`src/rtl/btn_pkg.sv`:
```
// Shared types and default timing for the push-button conditioning path.
// Contents:
//   db_state_t      - per-channel debounce FSM state
//   DB_TICKS_DEF    - default stable-time qualification, in clk cycles
//   REPEAT_DLY_DEF  - default delay from accepted press to first auto-repeat
//   REPEAT_PER_DEF  - default spacing of later auto-repeat pulses
package btn_pkg;

  typedef enum logic [1:0] {
    ZERO  = 2'd0,
    WAIT1 = 2'd1,
    ONE   = 2'd2,
    WAIT0 = 2'd3
  } db_state_t;

  localparam int unsigned DB_TICKS_DEF   = 2_000_000;
  localparam int unsigned REPEAT_DLY_DEF = 50_000_000;
  localparam int unsigned REPEAT_PER_DEF = 10_000_000;

endpackage

```
`src/rtl/btn_debounce_ch.sv`:
```
// One button channel: 2-FF synchronizer, stable-time debounce FSM,
// registered debounced level and one-cycle press/release pulses.
// Optional auto-repeat of btn_press while the button is held, enabled by
// the macro BTN_AUTO_REPEAT_EN (absent: one press pulse per accepted press).
// Ports:
//   clk         in   system clock
//   reset       in   asynchronous, active-high reset
//   btn_raw     in   raw, asynchronous, bouncing button pin
//   btn_level   out  debounced level (registered)
//   btn_press   out  one-cycle pulse on accepted 0->1 (and on auto-repeat)
//   btn_release out  one-cycle pulse on accepted 1->0
module btn_debounce_ch
  import btn_pkg::*;
#(
  parameter int unsigned DB_TICKS   = DB_TICKS_DEF,
  parameter int unsigned REPEAT_DLY = REPEAT_DLY_DEF,
  parameter int unsigned REPEAT_PER = REPEAT_PER_DEF
) (
  input  logic clk,
  input  logic reset,
  input  logic btn_raw,
  output logic btn_level,
  output logic btn_press,
  output logic btn_release
);

  localparam int unsigned CNT_W = $clog2(DB_TICKS);
  localparam logic [CNT_W-1:0] CNT_LAST = CNT_W'(DB_TICKS - 1);

  // Reject parameter sets the counters cannot represent.
  if (DB_TICKS < 2 || REPEAT_DLY == 0 || REPEAT_PER == 0) begin : g_bad_param
    $error("btn_debounce_ch: DB_TICKS must be >= 2 and REPEAT_* >= 1");
  end

  logic           sync_meta;
  logic           sync_s;
  db_state_t      state;
  db_state_t      state_next;
  logic [CNT_W-1:0] cnt;
  logic [CNT_W-1:0] cnt_next;
  logic           level_c;
  logic           press_c;
  logic           release_c;
  logic           rep_fire_c;

  // Two-flop synchronizer for the asynchronous pin.
  always_ff @(posedge clk or posedge reset) begin
    if (reset) begin
      sync_meta <= 1'b0;
      sync_s    <= 1'b0;
    end else begin
      sync_meta <= btn_raw;
      sync_s    <= sync_meta;
    end
  end

  // FSM state and qualification counter.
  always_ff @(posedge clk or posedge reset) begin
    if (reset) begin
      state <= ZERO;
      cnt   <= '0;
    end else begin
      state <= state_next;
      cnt   <= cnt_next;
    end
  end

  // Next state: a level change is accepted only after DB_TICKS+1 consecutive
  // agreeing samples; any disagreement drops back without a pulse.
  always_comb begin
    state_next = state;
    cnt_next   = cnt;
    case (state)
      ZERO: begin
        if (sync_s) begin
          state_next = WAIT1;
          cnt_next   = '0;
        end
      end
      WAIT1: begin
        if (!sync_s) begin
          state_next = ZERO;
        end else if (cnt == CNT_LAST) begin
          state_next = ONE;
        end else begin
          cnt_next = cnt + CNT_W'(1);
        end
      end
      ONE: begin
        if (!sync_s) begin
          state_next = WAIT0;
          cnt_next   = '0;
        end
      end
      WAIT0: begin
        if (sync_s) begin
          state_next = ONE;
        end else if (cnt == CNT_LAST) begin
          state_next = ZERO;
        end else begin
          cnt_next = cnt + CNT_W'(1);
        end
      end
      default: begin
        state_next = ZERO;
        cnt_next   = '0;
      end
    endcase
  end

  // Outputs are decoded from the upcoming state so the registered level and
  // its edge pulses appear on the same edge as the state change.
  always_comb begin
    level_c   = (state_next == ONE) || (state_next == WAIT0);
    press_c   = ((state == WAIT1) && (state_next == ONE)) || rep_fire_c;
    release_c = (state == WAIT0) && (state_next == ZERO);
  end

  always_ff @(posedge clk or posedge reset) begin
    if (reset) begin
      btn_level   <= 1'b0;
      btn_press   <= 1'b0;
      btn_release <= 1'b0;
    end else begin
      btn_level   <= level_c;
      btn_press   <= press_c;
      btn_release <= release_c;
    end
  end

`ifdef BTN_AUTO_REPEAT_EN
  localparam int unsigned REP_MAX = (REPEAT_DLY > REPEAT_PER) ? REPEAT_DLY : REPEAT_PER;
  localparam int unsigned REP_W   = $clog2(REP_MAX + 1);
  localparam logic [REP_W-1:0] REP_DLY_LAST = REP_W'(REPEAT_DLY - 1);
  localparam logic [REP_W-1:0] REP_PER_LAST = REP_W'(REPEAT_PER - 1);

  logic [REP_W-1:0] rep_cnt;
  logic [REP_W-1:0] rep_cnt_next;
  logic             rep_periodic;
  logic             rep_periodic_next;

  always_ff @(posedge clk or posedge reset) begin
    if (reset) begin
      rep_cnt      <= '0;
      rep_periodic <= 1'b0;
    end else begin
      rep_cnt      <= rep_cnt_next;
      rep_periodic <= rep_periodic_next;
    end
  end

  // Counts only cycles that stay in ONE; WAIT0 freezes it, and it restarts
  // once the press has been released for good.
  always_comb begin
    rep_cnt_next      = rep_cnt;
    rep_periodic_next = rep_periodic;
    rep_fire_c        = 1'b0;
    if ((state == ONE) && sync_s) begin
      if (rep_cnt == (rep_periodic ? REP_PER_LAST : REP_DLY_LAST)) begin
        rep_fire_c        = 1'b1;
        rep_cnt_next      = '0;
        rep_periodic_next = 1'b1;
      end else begin
        rep_cnt_next = rep_cnt + REP_W'(1);
      end
    end else if ((state == ZERO) || (state == WAIT1)) begin
      rep_cnt_next      = '0;
      rep_periodic_next = 1'b0;
    end
  end
`else
  assign rep_fire_c = 1'b0;
`endif

endmodule

```
`src/rtl/btn_conditioner.sv`:
```
// Input stage for the reaction-test top: conditions the raw push buttons
// (bit 0 = BTNL, 1 = BTNC, 2 = BTNR) into debounced levels and one-cycle
// press/release pulses. Channels run fully in parallel.
// Optional auto-repeat on held buttons via macro BTN_AUTO_REPEAT_EN.
// Ports:
//   clk         in   system clock (100 MHz)
//   reset       in   asynchronous, active-high reset
//   btn_raw     in   [N_BTN] raw bouncing button pins
//   btn_level   out  [N_BTN] debounced levels (registered)
//   btn_press   out  [N_BTN] one-cycle accepted-press pulses
//   btn_release out  [N_BTN] one-cycle accepted-release pulses
module btn_conditioner
  import btn_pkg::*;
#(
  parameter int unsigned N_BTN      = 3,
  parameter int unsigned DB_TICKS   = DB_TICKS_DEF,
  parameter int unsigned REPEAT_DLY = REPEAT_DLY_DEF,
  parameter int unsigned REPEAT_PER = REPEAT_PER_DEF
) (
  input  logic             clk,
  input  logic             reset,
  input  logic [N_BTN-1:0] btn_raw,
  output logic [N_BTN-1:0] btn_level,
  output logic [N_BTN-1:0] btn_press,
  output logic [N_BTN-1:0] btn_release
);

  // One independent conditioner per button.
  for (genvar i = 0; i < int'(N_BTN); i++) begin : g_ch
    btn_debounce_ch #(
      .DB_TICKS  (DB_TICKS),
      .REPEAT_DLY(REPEAT_DLY),
      .REPEAT_PER(REPEAT_PER)
    ) u_ch (
      .clk        (clk),
      .reset      (reset),
      .btn_raw    (btn_raw[i]),
      .btn_level  (btn_level[i]),
      .btn_press  (btn_press[i]),
      .btn_release(btn_release[i])
    );
  end

endmodule

```
`config.mk`:
```
export PLATFORM = sky130hd
export DESIGN_NAME = btn_conditioner
export DESIGN_NICKNAME = d
export VERILOG_FILES = /design/src/rtl/btn_pkg.sv /design/src/rtl/btn_debounce_ch.sv /design/src/rtl/btn_conditioner.sv
export SDC_FILE = /design/constraint.sdc
export NUM_CORES = 1
export LEC_CHECK = 0
export CAP_MARGIN = 20
export CELL_PAD_IN_SITES_DETAIL_PLACEMENT = 2
export CELL_PAD_IN_SITES_GLOBAL_PLACEMENT = 2
export CORE_ASPECT_RATIO = 0.6
export CORE_MARGIN = 2
export CORE_UTILIZATION = 40
export DETAILED_ROUTE_END_ITERATION = 8
export PLACE_DENSITY = 0.81
export SYNTH_ARGS = -nofsm -noshare
export SYNTH_HDL_FRONTEND = slang
export SYNTH_SLANG_ARGS = --single-unit
```
`constraint.sdc`:
```
create_clock -name clk -period 2.8 [get_ports clk]
set_input_delay 0.28 -clock clk [delete_from_list [all_inputs] [get_ports clk]]
set_output_delay 0.28 -clock clk [all_outputs]
set_load 0.005 [all_outputs]
```
==> results.json, run 1 <==
{
  "status": "completed",
  "core_sq_mm": 0.0105,
  "die_area_sq_mm": 0.0115,
  "synth.distinct_cells": 52,
  "r2r_cells": 8,
  "track_usage": 0.230,
  "fin_cells": 602,
  "synth_warnings": 0,
  "fin_skew_ps": 6.22,
  "cts_tree": "built",
  "yosysTopAreaCell": "dfrtp_1",
  "cts_setup_buffers": 0,
  "insertion_delay_ps": 340,
  "synth.area.mux_share": 0.0252,
  "final_cell_area_sq_mm": 0.00483,
  "port_buffers": 13,
  "finalSetupViolCount": 0,
  "crit_arrival_ps": 2480,
  "yosys-top-cells-area": "dfrtp_1 49%, nand2_1 4.7%, nor2_1 3.4%",
  "drive_above_1_share": 0.0972,
  "diodes": 0,
  "dp_hpwl_mm": 8.66,
  "grt_pass1_wl_mm": 20.5,
  "cts_made_buffers": 9,
  "timing.fmax_mhz": 440,
  "clk_pin_slew_ps": 60,
  "worst_pin_slew_ps": 930,
  "synth_xor_area_frac": 0.0492,
  "rows": 29,
  "syn_inst": 446,
  "regToRegEndpoint": "g_ch[0].u_ch.cnt[0]",
  "synth_top_family_by_area": "simple AND/OR/NAND/NOR gates",
  "setup_tns_ps": 0,
  "grt_pass1_vias": 3823,
  "hold_viol": 0,
  "hp-class": "in2async",
  "synth_fp_nets": 454,
  "synth-simple-area-share": 0.250,
  "clock_sinks": 84,
  "dr.first_iter.drc_count": 107,
  "gp_congestion": 0.822,
  "reg2reg_slack_ps": 530,
  "cts_buffer_depth": 2,
  "drt_first_pass_iters": 4,
  "seq_area_frac_synth": 0.492,
  "period_share": 0.812,
  "finalNetCount": 466,
  "crit_type": "reg2reg",
  "cp_max_fo": 18,
  "rsz0062_at_grt": "false",
  "via_per_inst": 5.84,
  "place_area_sq_mm": 0.00454,
  "leakage_uw": 0.00203,
  "worstSetupStartpointType": "flop",
  "cts_resized": 0,
  "initial_core_util": 0.407,
  "cts_root_buffer": "clkbuf_16",
  "slew-limit-headroom": 0.377,
  "irDropWorstVdd_mv": 0.287,
  "finish.utilization": 0.461,
  "cts-hold-fix-buffers": 0,
  "avgSynthCellArea_sq_um": 9.58,
  "boundaryPins": 14,
  "syn_to_final_growth_pct": 13.2,
  "htreeDepth": 3,
  "fp.dieH_microns": 84.0,
  "antenna_left": 0,
  "antenna_found_initial": 0,
  "r2r-start": "g_ch[0].u_ch.cnt[0]",
  "wl_per_cell_microns": 20.2,
  "synthAdderAreaFrac": 0.00879,
  "synth-compound-area-share": 0.136,
  "endpoint_kind": "flop",
  "placedCellCount": 586,
  "period_minus_slack_ps": 2270,
  "overflow": 0,
  "drv_slew": 0,
  "drv_cap": 0,
  "wirelength_mm": 12.2,
  "synth_top_area_frac": 0.492,
  "die_w_microns": 137,
  "ys_seq_elements": 84,
  "syn-cell-area_sq_mm": 0.00427,
  "drcViolationCount": 0,
  "grt_max_degree": 85,
  "worstPathRequired_ps": 3010,
  "powerDensity_mw_per_mm2": 549,
  "via_count": 3514
}
## sequential cells by signal, indices dropped and copies added (netlist names)
signal / count
g_ch.u_ch.btn_press: 3
g_ch.u_ch.btn_release: 3
g_ch.u_ch.btn_level: 3
g_ch.u_ch.state: 6
g_ch.u_ch.sync_s: 3
g_ch.u_ch.sync_meta: 3
g_ch.u_ch.cnt: 63
## synth_stat cells (all sizes together)
cell type	n
a21o	2
a21oi	15
a22o	4
a31oi	12
a32o	1
a41o	2
a41oi	3
and2	3
and3	8
and4	2
and4b	2
buf	15
clkbuf	7
dfrtp	84
ha	3
inv	11
mux2	6
mux2i	4
nand2	53
nand2b	3
nand3	26
nand3b	2
nand4	17
nand4b	2
nor2	39
nor3	15
nor3b	7
nor4	8
nor4b	1
nor4bb	2
o211ai	1
o21a	1
o21ai	30
o22ai	1
o31ai	14
o41ai	4
or2	4
or3	4
or4	4
xnor2	14
xor2	10
## kinds of logic after synthesis
family / count (synthesis)
multiplexers: 10
AND/OR/NAND/NOR: 202
buffers and inverters: 33
XOR/XNOR: 24
flip-flops: 84
AO/OA/AOI/OAI: 90
adder cells (fa/ha/maj): 3
## where the power goes
part,total (uW),switching [uW],internal [uW]
logic,156,101,54.8
clock network,1200,505,692
registers,1300,51.6,1250
total,2650,658,2000
## worst max-delay path, stage by stage (launching register included)
cell	delay, ps
dfrtp_1	430
ha_1	270
nand2_1	160
or3_1	430
o21ai_2	120
buf_4	240
inv_1	110
nand2_1	240
o21ai_0	140
## cell usage in the layout, fill, tap and decap left out, types with 9 or more instances in the layout
| master | n |
|---|---|
| xnor2_1 | 14 |
| nand4_1 | 16 |
| clkdlybuf4s50_1 | 13 |
| nor3_1 | 15 |
| o21ai_0 | 28 |
| o31ai_1 | 14 |
| clkbuf_16 | 9 |
| nand2_1 | 53 |
| a31oi_1 | 12 |
| a21oi_1 | 15 |
| dfrtp_1 | 84 |
| nor2_1 | 39 |
| inv_1 | 10 |
| xor2_1 | 10 |
| buf_4 | 9 |
| nand3_1 | 25 |
## metal layers
metal / global-route usage / vias up / part of all wire / wire length, microns
met1: 0.340 / 1806 / 0.51 / 6170
met5: 0 / - / 0 / 0
met2: 0.349 / 55 / 0.45 / 5500
met3: 0.0480 / 15 / 0.030 / 366
li1: - / 1638 / - / -
met4: 0.0497 / 0 / 0.010 / 124
## worst max-delay path by stage
stage	startpoint	endpoint	cells after the start
after floorplan	reset	g_ch[0].u_ch.btn_level	1
after global placement	g_ch[0].u_ch.cnt[0]	g_ch[0].u_ch.cnt[0]	8
after detailed placement	g_ch[0].u_ch.cnt[0]	g_ch[0].u_ch.cnt[0]	8
after CTS	g_ch[0].u_ch.cnt[0]	g_ch[0].u_ch.cnt[0]	8
after global routing	g_ch[0].u_ch.cnt[0]	g_ch[0].u_ch.cnt[0]	8
final	g_ch[0].u_ch.cnt[0]	g_ch[0].u_ch.cnt[0]	8
## final cells by class
cell class / count / area (sq um)
fill: 1119 / 5650
sequential: 84 / 2100
multi-input combinational: 329 / 2000
clock buffer: 10 / 229
timing repair buffer: 23 / 218
tap: 139 / 174
clock inverter: 6 / 63.8
inverter: 11 / 42.5
## through the flow
step	total power (uW)	hold slack [ps]	setup WS, ps
4_1_cts	2680	358	519
6_report	2650	354	526
3_3_place_gp	1470	347	695
5_1_grt	2760	361	327
3_5_place_dp	1480	338	584
2_1_floorplan	1410	311	355
Note: power is estimated with default switching activity, not from simulation.
==> run 2, diff against run 1 <==
--- a/config.mk
+++ b/config.mk
@@ -10,9 +10,9 @@
 export CELL_PAD_IN_SITES_GLOBAL_PLACEMENT = 2
 export CORE_ASPECT_RATIO = 0.6
 export CORE_MARGIN = 2
-export CORE_UTILIZATION = 40
+export CORE_UTILIZATION = 36
 export DETAILED_ROUTE_END_ITERATION = 8
-export PLACE_DENSITY = 0.81
+export PLACE_DENSITY = 0.77
 export SYNTH_ARGS = -nofsm -noshare
 export SYNTH_HDL_FRONTEND = slang
 export SYNTH_SLANG_ARGS = --single-unit
==> constraint.sdc (replaced) <==
create_clock -name clk -period 1.9 [get_ports clk]
set_input_delay 0.19 -clock clk [delete_from_list [all_inputs] [get_ports clk]]
set_output_delay 0.19 -clock clk [all_outputs]
set_load 0.005 [all_outputs]
==> results.json, run 2 (synthesized netlist as in run 1, its figures left out) <==
{
  "port_buffers": 13,
  "placedCellCount": 657,
  "drcViolationCount": 0,
  "insertion_delay_ps": 350,
  "core_sq_mm": 0.0114,
  "slew-limit-headroom": 0.663,
  "leakage_uw": 0.00239,
  "final.setup.worst_slack_ps": -159,
  "cts_buffer_depth": 2,
  "wl_per_cell_microns": 22.7,
  "finalNetCount": 527,
  "timing.fmax_mhz": 486,
  "rsz0062_at_grt": "true",
  "diodes": 0,
  "largest_reg_flops": 63,
  "grt_max_degree": 38,
  "period_minus_slack_ps": 2060,
  "most-common-layout-cells": "83 x dfrtp_1, 66 x buf_4, 51 x nand2_1, 37 x nor2_1, 25 x nand3_1",
  "cts-hold-fix-buffers": 0,
  "endpoint_kind": "flop",
  "status": "finished, violations left",
  "crit_type": "reg2reg",
  "antenna_left": 0,
  "path_delay_family": "simple AND/OR/NAND/NOR gates",
  "clk_pin_slew_ps": 70,
  "p_int_uw": 2920,
  "slowest_stage": "or4_4",
  "max_stage_delay_ps": 470,
  "power_frac_comb": 0.094,
  "powerDensity_mw_per_mm2": 718,
  "startpoint": "g_ch[1].u_ch.cnt[9]",
  "fin_skew_ps": 12.7,
  "drt_first_pass_iters": 4,
  "htreeDepth": 3,
  "grt_pass1_vias": 4095,
  "drv_cap": 0,
  "crit_end": "g_ch[1].u_ch.state[1]",
  "setup_tns_ps": -904,
  "place_area_sq_mm": 0.00496,
  "rows": 30,
  "final_common_cell": "dfrtp_1",
  "dp_hpwl_mm": 9.63,
  "r2r_cells": 5,
  "gp_congestion": 0.836,
  "cp_max_fo": 3,
  "clkPwrFrac": 0.427,
  "cts_made_buffers": 9,
  "worstSetupStartpointType": "flop",
  "worst-path-stages": 5,
  "cts_root_buffer": "clkbuf_16",
  "wirelength_mm": 15.5,
  "finish.utilization": 0.483,
  "worstPathRequired_ps": 2130,
  "final_cell_area_sq_mm": 0.00553,
  "period_share": 1.08,
  "fp.dieH_microns": 88.4,
  "hold_viol": 0,
  "regToRegEndpoint": "g_ch[1].u_ch.state[1]",
  "largest-register": "g_ch.u_ch.cnt",
  "grt_pass1_wl_mm": 22.5,
  "antenna_found_initial": 0,
  "worst_pin_slew_ps": 505,
  "syn_to_final_growth_pct": 29.5,
  "overflow": 0,
  "finalSetupViolCount": 10,
  "crit_chain": "nor4b_2, nand4b_1, buf_4, or4_4, mux2_4",
  "p_seq_frac": 0.479,
  "fin_cells": 684,
  "switching_share": 0.266,
  "reg.largest.list": "g_ch.u_ch.cnt x63, g_ch.u_ch.state x6",
  "drive_above_1_share": 0.263,
  "p_sw_uw": 1060,
  "initial_core_util": 0.373,
  "cts_tree": "built",
  "irDropWorstVdd_mv": 0.480,
  "crit_arrival_ps": 2290,
  "via_count": 3905,
  "r2r-start": "g_ch[1].u_ch.cnt[9]",
  "dr.first_iter.drc_count": 152,
  "violations": "negative setup slack",
  "crit_buf_inv": 1,
  "hp-class": "in2async",
  "clock_sinks": 84,
  "via_per_inst": 5.71,
  "track_usage": 0.231,
  "power.total_uw": 3970,
  "reg2reg_slack_ps": -160,
  "drv_slew": 0,
  "boundaryPins": 14,
  "die_w_microns": 145,
  "die_area_sq_mm": 0.0128
}
run 2: final cells by class:
cell class / count / area [sq um]
Timing Repair Buffer: 84 / 699
Tap cell: 160 / 200
Sequential cell: 84 / 2100
Inverter: 11 / 45.0
Multi-Input combinational cell: 329 / 2210
Fill cell: 1188 / 5920
Clock inverter: 5 / 36.3
Clock buffer: 11 / 243
run 2: how the worst min path moves through the flow:
stage	start	to	slack (ps)	depth (start not counted)
finish	reset	g_ch[0].u_ch.cnt[20]	220	2
global route	reset	g_ch[0].u_ch.cnt[20]	260	2
CTS	reset	g_ch[0].u_ch.cnt[20]	240	2
detailed placement	g_ch[0].u_ch.sync_meta	g_ch[0].u_ch.sync_s	340	0
global placement	g_ch[0].u_ch.sync_meta	g_ch[0].u_ch.sync_s	340	0
floorplan	btn_raw[0]	g_ch[0].u_ch.sync_meta	220	0
run 2: repair_timing:
item | in CTS | in global routing
hold endpoints to repair | 0 | 0
setup buffers | 2 | 10
resized for setup | 8 | 41
setup endpoints to repair | 14 | 38
pin swaps | 7 | 11
run 2: metal layers:
metal	global-route usage	wire [microns]	vias to the layer above	part of all wire
met3	0.0433	387	20	0.025
met5	0	0	-	0
met4	0.0574	224	0	0.014
li1	-	-	1765	-
met2	0.395	7720	61	0.50
met1	0.308	7170	2059	0.46
run 2: power by group through the flow:
stage	Clock [uW]	Combinational, uW	Sequential [uW]
2_1_floorplan	0	155	1930
3_3_place_gp	0	307	1920
3_5_place_dp	0	330	1930
4_1_cts	1740	350	1900
5_1_grt	1790	409	1910
6_report	1700	373	1900
run 2: per-stage QoR:
stage | worst slack (ps) | hold WS (ps)
final | -159 | 223
after CTS | 5.77 | 243
after global placement | -22.6 | 336
after detailed placement | -179 | 337
after global routing | -231 | 262
after floorplan | 2.00 | 221
